===== config.mk =====
export PLATFORM = sky130hd
export DESIGN_NAME = contador_param
export DESIGN_NICKNAME = d
export VERILOG_FILES = /design/src/rtl/contador_pkg.sv /design/src/rtl/contador_prescaler.sv /design/src/rtl/contador_param.sv
export SDC_FILE = /design/constraint.sdc
export NUM_CORES = 1
export LEC_CHECK = 0
export ABC_AREA = 1
export BUFFER_PORTS_ARGS = -buffer_cell sky130_fd_sc_hd__buf_4
export CORE_ASPECT_RATIO = 1.25
export CORE_UTILIZATION = 45
export DETAILED_ROUTE_END_ITERATION = 10
export PLACE_DENSITY = 0.73
export SETUP_SLACK_MARGIN = 0.02
export SLEW_MARGIN = 30
export SYNTH_ARGS = -nofsm -noshare
export SYNTH_HDL_FRONTEND = slang
export SYNTH_HIERARCHICAL = 1
export SYNTH_SLANG_ARGS = --single-unit

===== constraint.sdc =====
create_clock -name clk -period 1.5 [get_ports clk]
set_clock_uncertainty 0.05 [all_clocks]
set_input_delay 0.3 -clock clk [delete_from_list [all_inputs] [get_ports clk]]
set_output_delay 0.3 -clock clk [all_outputs]
set_load 0.03 [all_outputs]

===== src/rtl/contador_pkg.sv =====
// Shared constants, types and helpers for the parametrised counter family.
package contador_pkg;

   // Direction encoding of the up_down input
   localparam logic CNT_UP   = 1'b1;
   localparam logic CNT_DOWN = 1'b0;

   // Bound behaviour selected by the SATURATE parameter
   localparam int MODE_WRAP = 0;
   localparam int MODE_SAT  = 1;

   // What the counter register does on a given edge, in priority order
   typedef enum logic [1:0] {
      ACT_HOLD  = 2'd0,
      ACT_CLEAR = 2'd1,
      ACT_LOAD  = 2'd2,
      ACT_STEP  = 2'd3
   } cnt_action_e;

   // Ceiling log2, used to size the prescaler phase register
   function automatic int clog2(input int unsigned value);
      int result;
      result = 0;
      for (int i = 0; i < 32; i++) begin
         if ((longint'(1) << i) < longint'(value)) begin
            result = i + 1;
         end
      end
      return clog2_floor_one(result);
   endfunction

   // A register needs at least one bit even when the range collapses
   function automatic int clog2_floor_one(input int bits);
      return (bits < 1) ? 1 : bits;
   endfunction

endpackage


===== src/rtl/contador_prescaler.sv =====
// Clock-enable prescaler: emits one ptick every PRESCALE enabled cycles.
module contador_prescaler
   import contador_pkg::*;
#(
   parameter int unsigned PRESCALE = 1
) (
   input  logic clk,
   input  logic reset,
   input  logic enable,
   input  logic restart,
   output logic ptick
);

   generate
      if (PRESCALE <= 1) begin : g_bypass
         // Every enabled cycle is a count step, so no phase state is kept
         logic unused_inputs;
         assign unused_inputs = ^{clk, reset, restart};
         assign ptick = enable;
      end else begin : g_count
         localparam int PW = clog2(PRESCALE);
         localparam logic [PW-1:0] LAST_PHASE = PW'(PRESCALE - 1);

         logic [PW-1:0] phase;

         assign ptick = enable && (phase == LAST_PHASE);

         // Phase advances only on enabled cycles; clear/load and reset restart a full period
         always_ff @(posedge clk or negedge reset) begin
            if (!reset) begin
               phase <= '0;
            end else if (restart) begin
               phase <= '0;
            end else if (enable) begin
               phase <= ptick ? '0 : phase + PW'(1);
            end
         end
      end
   endgenerate

endmodule


===== src/rtl/contador_param.sv =====
// Parametrised up/down counter with clear, load, wrap/saturate and prescaled enable.
module contador_param
   import contador_pkg::*;
#(
   parameter int unsigned     WIDTH    = 8,
   parameter longint unsigned MAX_VAL  = (64'd1 << WIDTH) - 64'd1,
   parameter int unsigned     SATURATE = MODE_WRAP,
   parameter int unsigned     PRESCALE = 1
) (
   input  logic             clk,
   input  logic             reset,
   input  logic             enable,
   input  logic             up_down,
   input  logic             clear,
   input  logic             load,
   input  logic [WIDTH-1:0] load_val,
   output logic [WIDTH-1:0] count,
   output logic             tc,
   output logic             wrap,
   output logic             step
);

   // Arithmetic is carried one bit wider so the bound compares never overflow
   localparam int unsigned      EW       = WIDTH + 1;
   localparam logic [WIDTH:0]   MAX_EXT  = EW'(MAX_VAL);
   localparam logic [WIDTH-1:0] MAX_CNT  = MAX_EXT[WIDTH-1:0];
   localparam logic             SAT_MODE = (SATURATE == MODE_SAT);

   logic           ptick;
   cnt_action_e    action;
   logic [WIDTH:0] count_ext;
   logic [WIDTH:0] load_ext;
   logic [WIDTH:0] step_sum;
   logic [WIDTH:0] step_next;
   logic           step_wrap;
   logic           step_moves;
   logic           at_top;
   logic           at_bottom;
   logic           at_bound;
   logic [WIDTH-1:0] load_clamped;
   logic           unused_msb;

   contador_prescaler #(
      .PRESCALE (PRESCALE)
   ) u_prescaler (
      .clk     (clk),
      .reset   (reset),
      .enable  (enable),
      .restart (clear | load),
      .ptick   (ptick)
   );

   assign count_ext = {1'b0, count};
   assign load_ext  = {1'b0, load_val};
   assign at_top    = (count_ext >= MAX_EXT);
   assign at_bottom = (count_ext == '0);
   assign at_bound  = (up_down == CNT_UP) ? at_top : at_bottom;
   assign step_sum  = (up_down == CNT_UP) ? count_ext + EW'(1) : count_ext - EW'(1);

   assign load_clamped = (load_ext > MAX_EXT) ? MAX_CNT : load_val;
   assign unused_msb   = step_next[WIDTH];

   // Terminal count looks at the live direction, so a direction flip shows at once
   assign tc = (up_down == CNT_UP) ? (count == MAX_CNT) : (count == '0);

   // Resolve the edge action: clear beats load, load beats a pending step
   always_comb begin
      action = ACT_HOLD;
      if (clear) begin
         action = ACT_CLEAR;
      end else if (load) begin
         action = ACT_LOAD;
      end else if (ptick) begin
         action = ACT_STEP;
      end
   end

   // Work out where a step would take the count and whether it crosses a bound
   always_comb begin
      step_next  = count_ext;
      step_wrap  = 1'b0;
      step_moves = 1'b0;
      if (at_bound) begin
         if (!SAT_MODE) begin
            step_next  = (up_down == CNT_UP) ? '0 : MAX_EXT;
            step_wrap  = 1'b1;
            step_moves = 1'b1;
         end
      end else begin
         step_next  = step_sum;
         step_moves = 1'b1;
      end
   end

   // Count register and its registered wrap/step pulses
   always_ff @(posedge clk or negedge reset) begin
      if (!reset) begin
         count <= '0;
         wrap  <= 1'b0;
         step  <= 1'b0;
      end else begin
         case (action)
            ACT_CLEAR: begin
               count <= '0;
               wrap  <= 1'b0;
               step  <= 1'b0;
            end
            ACT_LOAD: begin
               count <= load_clamped;
               wrap  <= 1'b0;
               step  <= 1'b0;
            end
            ACT_STEP: begin
               count <= step_next[WIDTH-1:0];
               wrap  <= step_wrap;
               step  <= step_moves;
            end
            default: begin
               wrap  <= 1'b0;
               step  <= 1'b0;
            end
         endcase
      end
   end

endmodule


==> flow_metrics.env <==
export IMPL_timing_hold_worst_start="load_val[3]"
export IMPL_slew_at_the_pin_closest_to_its_max_slew_limit_ns=0.321
export IMPL_tritoncts_num_buffers=3
export IMPL_mappedNetlistArea_sq_um=905
export IMPL_layout_min_cycle_time_ns=1.66
export IMPL_tritoncts="done"
export IMPL_insertion_delay_ns=0.27
export IMPL_clockBufferDepth=2
export IMPL_synth_xor_area_share_pct=2.90
export IMPL_mappedNetlistNets=158
export IMPL_worstHoldEndpoint="count[3]"
export IMPL_cp_num_buf_inv=2
export IMPL_hpwl_detailed_mm=1.97
export IMPL_rrSetupSlack_ns=-0.12
export IMPL_coreArea_sq_mm=0.00183
export IMPL_synth_flop_cell="dfrtp_1"
export IMPL_ys_warnings_count=6
export IMPL_share_of_yosys_cell_area_claimed_by_the_top_area_cell_type_pct=27.7
export IMPL_seq_area_frac_synth_pct=27.7
export IMPL_grt_first_pass_wirelength_mm=4.22
export IMPL_setup_ws_ns=-0.163
export IMPL_dpl_instance_area_sq_mm=0.00129
export IMPL_synth_top_family_by_area="simple AND/OR/NAND/NOR gates"
export IMPL_r2r_end="count[4]"
export IMPL_power_share_clock_pct=22.1
export IMPL_cts_sinks=10
export IMPL_synth_compound_gate_area_share_pct=8.16
export IMPL_cts_clk_slew_worst_paths_ns=0.07
export IMPL_critical_path_max_fanout=5
export IMPL_port_buffer_count=24
export IMPL_synthSimpleGateAreaFrac_pct=40.0
export IMPL_synthesized_flop_and_latch_total=10
export IMPL_firstDrtPassIters=4
export IMPL_grt_max_degree=11
export IMPL_combinationalPowerShare_pct=48.8
export IMPL_dieArea_sq_mm=0.00219
export IMPL_critPathMaxStageDelay_ns=0.43
export IMPL_post_synth_top_count_cell="nand2_1"
export IMPL_path_cells="nand2_2, nor2_2, nand2_2, nor2_4, nor2_4, inv_2, buf_6"
export IMPL_synth_mux_area_share_pct=0
export IMPL_detail_route_wl_per_cell_microns=13.1
export IMPL_grt_setup_unrepaired="yes"
export IMPL_worst_vdd_ir_mv=0.662
export IMPL_total_switching_power_mw=0.431
export IMPL_routed_via_count=1061
export IMPL_violated_checks="negative setup slack"
export IMPL_vias_in_the_first_global_route=984
export IMPL_gp_congestion=0.918
export IMPL_cts_root_buf="clkbuf_4"
export IMPL_hold_viol_final=0
export IMPL_finish_cell_count_without_fillers=203
export IMPL_outcome="finished with violations"
export IMPL_timing_setup_critical_path_class="register to output pin"
export IMPL_drt_vias_per_instance=5.23
export IMPL_synthesis_to_layout_area_growth_pct=63.3
export IMPL_power_report_internal_total_mw=0.704
export IMPL_synth_top_cell_by_area="dfrtp_1"
export IMPL_initialDrtViolationCount=21
export IMPL_worstSetupEndpointType="output pin"
export IMPL_timing_final_max_slew_violations=0
export IMPL_drtAntennaViolNets=0
export IMPL_synth_top_cells_by_count="nand2_1 (46), inv_1 (23), nand3_1 (14), nor2_1 (13), dfrtp_1 (10)"
export IMPL_worst_slew_margin_rel_pct=78.6
export IMPL_critPathRequiredTime_ns=1.15
export IMPL_diodes=0
export IMPL_timing_critical_path_slowest_stage_cell="dfrtp_2"
export IMPL_critical_path_arrival_ns=1.31
export IMPL_reg2reg_from="count[1]"
export IMPL_syn_avg_cell_area_sq_um=6.60
export IMPL_crit_family="simple AND/OR/NAND/NOR gates"
export IMPL_die_y_microns=52.1
export IMPL_die_w_microns=42.1
export IMPL_fp_row_count=17
export IMPL_detail_route_drc_violations=0
export IMPL_timing_hold_worst_class="input port to register"
export IMPL_synth_top_cells_by_area="dfrtp_1 (28%), nand2_1 (19%), inv_1 (9.5%)"
export IMPL_report_power_total_mw=1.13
export IMPL_grt_overflow=0
export IMPL_worstSetupStartpointType="register"
export IMPL_hold_depth=3
export IMPL_initial_core_util_pct=49.5
export IMPL_routed_wire_length_mm=2.67
export IMPL_antenna_found_initial=0
export IMPL_r2r_worst_path_cells=9
export IMPL_yosys_area_share_adder_pct=10.5
export IMPL_pwr_share_seq_pct=29.1
export IMPL_fmaxAchievable_mhz=601
export IMPL_filler_cell_count=136
export IMPL_period_share_pct=111
export IMPL_netSwitchingFraction_pct=38.0
export IMPL_synthesis_instances=137
export IMPL_cap_viol_max_count=0
export IMPL_global_route_usage_total_pct=25.3
export IMPL_fin_nets=206
export IMPL_power_density_mw_per_mm2=768
export IMPL_synth_edf_count=0
export IMPL_synth_cell_types=22
export IMPL_place_inst=194
export IMPL_floorplan_io_pins=25
export IMPL_cts_htree_levels=1
export IMPL_postLayoutCellArea_sq_mm=0.00148
export IMPL_drive_gt1_share_pct=51.1
export IMPL_cellLeakagePower_nw=0.763
export IMPL_async_reset_ff_share_pct=100
export IMPL_setup_violations_final=6
-- cells in the final DEF (no fill, tap or decap), drive strengths merged --
cell / synthesis / final
a32o: 1 / 1
buf: 1 / 43
dlygate4sd3: 0 / 1
o211ai: 2 / 2
inv: 24 / 23
nand2: 47 / 47
dfrtp: 10 / 10
ha: 6 / 6
nand3: 15 / 15
clkinvlp: 0 / 1
o21ai: 3 / 3
nor2: 17 / 17
a21oi: 2 / 2
fa: 1 / 1
a21o: 1 / 1
xnor2: 3 / 3
nand4: 3 / 3
clkbuf: 0 / 4
a22o: 1 / 1
-- logic make-up (layout without fill, tap and decap cells) --
logic type                 Yosys count  after routing
and+or+nand+nor                     82             82
AOI/OAI and AO/OA                   10             10
buffers and inverters               25             72
DFF                                 10             10
adders and majority gates            7              7
xor gates and xnor gates             3              3
-- power groups by stage --
stage	logic [mW]	registers [mW]	clock network, mW
6_report	0.553	0.331	0.250
5_1_grt	0.605	0.335	0.261
4_1_cts	0.488	0.328	0.253
3_5_place_dp	0.473	0.334	0
3_3_place_gp	0.469	0.333	0
2_1_floorplan	0.253	0.374	0
-- cell type report --
type / count / area, sq um / share of cell area [%]
tap: 19 / 23.8 / 1.61
sequential: 10 / 260 / 17.6
clock buffer: 4 / 36.3 / 2.46
inverter: 24 / 93.8 / 6.35
multi-input combinational: 102 / 708 / 47.9
timing repair buffer: 44 / 355 / 24.0
-- layer usage --
metal	part of all wire, %	track usage, %
met5	0	0
met2	52	46.6
met3	3.5	1.04
met1	40	30.3
met4	3.9	11.5
-- worst reg2reg max path, stage by stage (launching register included) --
cell	delay (ns)
dfrtp_2	0.42
inv_1	0.09
fa_2	0.37
inv_2	0.08
nand3_1	0.07
nand3_1	0.10
xnor2_1	0.13
nand2_1	0.07
nand2_1	0.06
nand3_1	0.06
-- flip-flops by register name, summed over array words and instances (netlist names) --
| signal | cells |
|---|---|
| count | 8 |
| step | 1 |
| wrap | 1 |
-- stage by stage --
step                setup TNS (ns)  utilization, %  worst slack (ns)  hold slack, ns
floorplan                   -0.115               -           -0.0472         -0.0456
global placement             -1.21            70.5            -0.254          0.0879
detailed placement           -1.34            70.5            -0.281          0.0895
CTS                         -0.343            73.9            -0.217           0.191
global route                 -1.10            80.8            -0.223           0.214
finish                      -0.424            80.8            -0.163           0.201
-- what timing repair did --
item                       4_1_cts  5_1_grt
gates resized for setup          4       26
hold endpoints to repair        10        0
hold buffers                     1        0
setup buffers                    2        5
pin swaps                        5       14
setup endpoints to repair        6        9
-- worst max-delay path by stage --
stage | start | end | slack (ns) | cells past startpoint
global route | count[0] | tc | -0.22 | 8
floorplan | count[0] | count[4] | -0.05 | 9
detailed placement | up_down | count[6] | -0.28 | 10
CTS | count[0] | tc | -0.22 | 7
global placement | up_down | count[6] | -0.25 | 10
finish | count[6] | tc | -0.16 | 7
Note: power is estimated with default switching activity, not from simulation.
